## config.mk

```make
export PLATFORM = sky130hd
export DESIGN_NAME = regfile_write_arbiter
export DESIGN_NICKNAME = d
export VERILOG_FILES = /design/src/rtl/regfile_pkg.sv /design/src/rtl/regfile_write_arbiter_decoder.sv /design/src/rtl/regfile_write_arbiter.sv
export SDC_FILE = /design/constraint.sdc
export NUM_CORES = 1
export LEC_CHECK = 0
export CORE_ASPECT_RATIO = 1.5
export CORE_MARGIN = 1
export CORE_UTILIZATION = 55
export CTS_BUF_LIST = sky130_fd_sc_hd__clkbuf_4
export CTS_CLUSTER_SIZE = 10
export DETAILED_ROUTE_END_ITERATION = 8
export DONT_BUFFER_PORTS = 1
export PLACE_DENSITY = 0.77
export SYNTH_ARGS = -nofsm -noshare
export SYNTH_HDL_FRONTEND = slang
export SYNTH_SLANG_ARGS = --single-unit
```

## constraint.sdc

```tcl
create_clock -name clk -period 2.4 [get_ports clk]
set_clock_uncertainty 0.2 [all_clocks]
set_input_delay 0.48 -clock clk [delete_from_list [all_inputs] [get_ports clk]]
set_output_delay 0.48 -clock clk [all_outputs]
set_load 0.01 [all_outputs]
```

## src/rtl/regfile_pkg.sv

```systemverilog
// Shared constants and types for the register file write arbiter.
package regfile_pkg;
  localparam int DATA_W   = 16;
  localparam int NUM_REGS = 16;
  localparam int ADDR_W   = $clog2(NUM_REGS);

  typedef logic [ADDR_W-1:0] reg_addr_t;
  typedef logic [DATA_W-1:0] reg_data_t;

  typedef enum logic {INIT, RUN} arb_state_t;
  typedef enum logic {PTR_A, PTR_B} arb_ptr_t;
endpackage

```

## src/rtl/regfile_write_arbiter_decoder.sv

```systemverilog
// Enable-gated binary to one-hot decoder used for the write and read enable vectors.
module onehot_decoder
  import regfile_pkg::*;
#(
  parameter int IN_W  = ADDR_W,
  parameter int OUT_W = NUM_REGS
) (
  input  logic             en,
  input  logic [IN_W-1:0]  addr,
  output logic [OUT_W-1:0] onehot
);

  genvar gi;
  generate
    for (gi = 0; gi < OUT_W; gi++) begin : g_bit
      assign onehot[gi] = en && (addr == IN_W'(gi));
    end
  endgenerate

endmodule

```

## src/rtl/regfile_write_arbiter.sv

```systemverilog
// Round-robin write arbiter, zero-init sequencer and read decoder for a 16x16 register file.
// Optional same-cycle write forwarding outputs are built when RF_WRITE_FORWARD_EN is defined.
module regfile_write_arbiter
  import regfile_pkg::*;
(
  input  logic                clk,
  input  logic                rst,
  input  logic                a_valid,
  input  logic [ADDR_W-1:0]   a_addr,
  input  logic [DATA_W-1:0]   a_data,
  output logic                a_ready,
  input  logic                b_valid,
  input  logic [ADDR_W-1:0]   b_addr,
  input  logic [DATA_W-1:0]   b_data,
  output logic                b_ready,
  input  logic [ADDR_W-1:0]   rd_addr1,
  input  logic [ADDR_W-1:0]   rd_addr2,
  output logic [NUM_REGS-1:0] wr_en,
  output logic [DATA_W-1:0]   wr_data,
  output logic [NUM_REGS-1:0] rd_en1,
  output logic [NUM_REGS-1:0] rd_en2,
  output logic                init_done
`ifdef RF_WRITE_FORWARD_EN
  ,
  output logic                fwd1,
  output logic                fwd2,
  output logic [DATA_W-1:0]   fwd_data
`endif
);

  arb_state_t state_q, state_d;
  arb_ptr_t   ptr_q, ptr_d;
  reg_addr_t  idx_q, idx_d;
  logic       init_done_q, init_done_d;
  logic       stg_we_q, stg_we_d;
  reg_addr_t  stg_addr_q, stg_addr_d;
  reg_data_t  stg_data_q, stg_data_d;
  logic       grant_a, grant_b;
  logic       run;

  assign run = (state_q == RUN);

  always_comb begin
    grant_a     = 1'b0;
    grant_b     = 1'b0;
    state_d     = state_q;
    ptr_d       = ptr_q;
    idx_d       = idx_q;
    init_done_d = init_done_q;
    stg_we_d    = 1'b0;
    stg_addr_d  = stg_addr_q;
    stg_data_d  = stg_data_q;

    if (state_q == INIT) begin
      // The write stage doubles as the init writer, so every init slot goes through wr_en.
      stg_we_d   = 1'b1;
      stg_addr_d = idx_q;
      stg_data_d = '0;
      idx_d      = reg_addr_t'(idx_q + 1'b1);
      if (idx_q == reg_addr_t'(NUM_REGS - 1)) begin
        state_d = RUN;
      end
    end else begin
      init_done_d = 1'b1;
      grant_a     = a_valid && (!b_valid || ptr_q == PTR_A);
      grant_b     = b_valid && !grant_a;
      if (grant_a) begin
        ptr_d      = PTR_B;
        stg_addr_d = a_addr;
        stg_data_d = a_data;
        stg_we_d   = (a_addr != '0);
      end else if (grant_b) begin
        ptr_d      = PTR_A;
        stg_addr_d = b_addr;
        stg_data_d = b_data;
        stg_we_d   = (b_addr != '0);
      end
    end
  end

  always_ff @(posedge clk or posedge rst) begin
    if (rst) begin
      state_q     <= INIT;
      ptr_q       <= PTR_A;
      idx_q       <= '0;
      init_done_q <= 1'b0;
      stg_we_q    <= 1'b0;
      stg_addr_q  <= '0;
      stg_data_q  <= '0;
    end else begin
      state_q     <= state_d;
      ptr_q       <= ptr_d;
      idx_q       <= idx_d;
      init_done_q <= init_done_d;
      stg_we_q    <= stg_we_d;
      stg_addr_q  <= stg_addr_d;
      stg_data_q  <= stg_data_d;
    end
  end

  assign a_ready   = grant_a;
  assign b_ready   = grant_b;
  assign wr_data   = stg_data_q;
  assign init_done = init_done_q;

  onehot_decoder #(.IN_W(ADDR_W), .OUT_W(NUM_REGS)) u_wr_dec (
    .en    (stg_we_q),
    .addr  (stg_addr_q),
    .onehot(wr_en)
  );

  onehot_decoder #(.IN_W(ADDR_W), .OUT_W(NUM_REGS)) u_rd1_dec (
    .en    (run),
    .addr  (rd_addr1),
    .onehot(rd_en1)
  );

  onehot_decoder #(.IN_W(ADDR_W), .OUT_W(NUM_REGS)) u_rd2_dec (
    .en    (run),
    .addr  (rd_addr2),
    .onehot(rd_en2)
  );

`ifdef RF_WRITE_FORWARD_EN
  assign fwd1     = stg_we_q && (stg_addr_q != '0) && (rd_addr1 == stg_addr_q);
  assign fwd2     = stg_we_q && (stg_addr_q != '0) && (rd_addr2 == stg_addr_q);
  assign fwd_data = stg_data_q;
`endif

endmodule

```

==> flow_summary.json, run 1 <==
{
  "die_x_um": 48.8,
  "setup_viol": 0,
  "tns_ns": 0,
  "first_iter_violations": 39,
  "numCtsBuffers": 3,
  "fmax_mhz": 438,
  "total_power_uw": 1100,
  "syn-num-nets": 253,
  "synthCells": 200,
  "synth.distinct_cells": 34,
  "yosys.area.top_type": "dfrtp_1",
  "p_leak_uw": 0.000913,
  "synth_seq_cells": 28,
  "wl_met2_um": 2320,
  "min_path_type": "in -> reg",
  "port_buffers": 0,
  "clk_pin_slew_ns": 0.16,
  "period_share_pct": 95.2,
  "synth_seq_area_share_pct": 38.8,
  "p_int_uw": 786,
  "max_slew_margin_pct": 75.5,
  "hpwlAfterDp_um": 3150,
  "grt_setup_unrepaired": "false",
  "period_needed_ns": 2.28,
  "share_comb_of_total_power_pct": 19.1,
  "syn_to_final_growth_pct": 7.14,
  "grt_pass1_vias": 1485,
  "p_clk_share_pct": 28.0,
  "coreArea_mm2": 0.00313,
  "drive_gt1_share_pct": 14.6,
  "crit_path_end_kind": "output port",
  "die_h_um": 72.1,
  "placementRows": 25,
  "drt_wl_total_um": 4070,
  "final_cells": 246,
  "syn_avg_cell_area_um2": 9.02,
  "top_layer": "met4",
  "wl_per_cell_um": 16.6,
  "postLayoutCoreUtil_pct": 61.8,
  "critPathRequiredTime_ns": 1.72,
  "drv_slew": 0,
  "hold_viol": 0,
  "syn_area_mm2": 0.00180,
  "crit_arrival_ns": 1.60,
  "yosys_warnings": 0,
  "grt_use_total_pct": 21.6,
  "gp_congestion": 0.883,
  "ios": 119,
  "htree_levels": 1,
  "crit-reg2reg-launch": "run",
  "dieArea_mm2": 0.00352,
  "dr_wl_met3_um": 250,
  "synth_common_cells": "30 x nor2_1, 28 x dfrtp_1, 24 x nand2_1",
  "worst_pin_slew_ns": 0.365,
  "maxCapViolCount": 0,
  "synthFlopType": "dfrtp_1",
  "clk_latency_ns": 0.33,
  "setup_ws_ns": 0.115,
  "clock-sinks": 28,
  "synth_area_leaders": "dfrtp_1 39%, mux2i_1 8.9%, o211a_1 8.9%",
  "cp_max_fo": 5,
  "vdd.ir_drop.worst_v": 0.000667,
  "crit_path_top_delay_cell": "or3b_2",
  "netSwitchingFraction_pct": 28.6,
  "crit_chain": "or3b_2 -> nor3_1",
  "routedLengthMet1_um": 1480,
  "cts_root_buffer": "clkbuf_4",
  "sequentialPowerShare_pct": 52.8,
  "crit_start": "stg_addr_q[1]",
  "antenna_left": 0,
  "numPlacedInstances": 241,
  "critPathMaxStageDelay_ns": 0.53,
  "outcome": "complete, no violations",
  "antenna_cells": 0,
  "grt_max_degree": 36,
  "critical_path_class": "reg -> out",
  "initial_utilization_pct": 57.7,
  "p_sw_uw": 315,
  "antenna_found_initial": 0,
  "cts_tree": "built",
  "clock_path_buffers": 2,
  "overflow": 0,
  "yosysTopAreaCellShare_pct": 38.8,
  "dr.pass1.iters": 4,
  "grt_pass1_wl_um": 6000,
  "num_vias": 1510,
  "drt-vias-per-instance": 6.14,
  "start_kind": "flop",
  "post-route-drc-count": 0,
  "min_from": "b_addr[1]",
  "synth.most_common_cell": "nor2_1",
  "synthArstFlopShare_pct": 100,
  "finalNetCount": 260,
  "synth_edf_count": 0,
  "place_ws_ns": 0.421,
  "p_per_area_mw_per_mm2": 569
}
[layout by cell type, fill, tap and decap left out, types with 2 or more instances in the layout]
cell type	Yosys	layout
nor4_1	4	4
clkbuf_4	0	3
nand3_1	7	7
xnor2_1	3	3
nor2_1	30	30
nand3b_1	4	4
buf_4	1	17
nor3_1	15	15
a221o_1	4	4
nand2_1	24	24
mux2i_1	16	16
nand2b_1	6	6
o211a_1	16	16
inv_1	5	5
nor2b_1	3	3
a21oi_2	1	2
a31o_2	3	3
dfrtp_1	28	28
[area by class of cell]
cell class	instances	area (um2)
clock buffers	3	22.5
clock inverters	1	30.0
fillers	284	1190
inverters	5	18.8
multi-input cells	151	973
flip-flops and latches	28	701
well taps	40	50.0
repair buffers	18	138
[cell families after synthesis]
| group | Yosys count | share of synthesized area (%) |
|---|---|---|
| AND/OR/NAND/NOR | 100 | 26.6 |
| multiplexers | 17 | 9.50 |
| AO/OA/AOI/OAI | 30 | 15.5 |
| buffers and inverters | 21 | 7.42 |
| adder cells (fa/ha/maj) | 1 | 0.693 |
| flip-flops | 28 | 38.8 |
| XOR/XNOR | 3 | 1.46 |
[flip-flops by register name, summed over array words and instances, names as in the netlist]
signal / count
idx_q: 4
stg_addr_q: 4
run: 1
stg_we_q: 1
ptr_q: 1
init_done: 1
wr_data: 16
[path summary, 6_finish.rpt]
kind	slack (ns)	cells after the start	end
max in group asynchronous	1.29	3	idx_q[2]
worst max register to register	0.58	4	stg_addr_q[3]
worst min-delay path	0.08	1	stg_addr_q[1]
min in group asynchronous	0.44	3	wr_data[2]
worst max-delay path	0.12	2	wr_en[0]
worst min register to register	0.32	1	idx_q[3]
[worst max-delay path, delay by kind of cell, from the launching register on]
family        cells  cell delay, ns
simple gates      2            0.83
flops             1            0.44
[layer usage]
metal,up-vias,GRT usage (%)
met5,-,0
met4,0,8.17
met3,4,3.77
met2,70,45.2
met1,716,19.8
li1,720,-
[stage by stage]
step,hold slack [ns],cell area (um2)
detailed placement,0.255,1870
global placement,0.251,1870
CTS,0.0690,1930
floorplan,0.261,1800
global route,0.0636,1930
finish,0.0767,1930
[power by group through the flow]
stage               clock network [uW]  registers, uW  logic (uW)
floorplan                            0            576         201
CTS                                313            581         210
detailed placement                   0            590         209
global placement                     0            588         197
global route                       329            587         231
finish                             309            581         211
[timing repair]
| action | in CTS | in global routing |
|---|---|---|
| hold buffers | 1 | 0 |
| setup buffers | 0 | 0 |
| endpoints found under the hold margin | 28 | 0 |
| setup endpoints to repair | 0 | 1 |
| gates resized for setup | 0 | 1 |
(Power assumes the default switching activity.)
==> run 2: changes to the inputs <==
--- a/config.mk
+++ b/config.mk
@@ -16,3 +16,4 @@
 export SYNTH_ARGS = -nofsm -noshare
 export SYNTH_HDL_FRONTEND = slang
 export SYNTH_SLANG_ARGS = --single-unit
+export TNS_END_PERCENT = 10
==> results of run 2 <==
No change in the layout: final DEF, timing and power equal those of run 1.
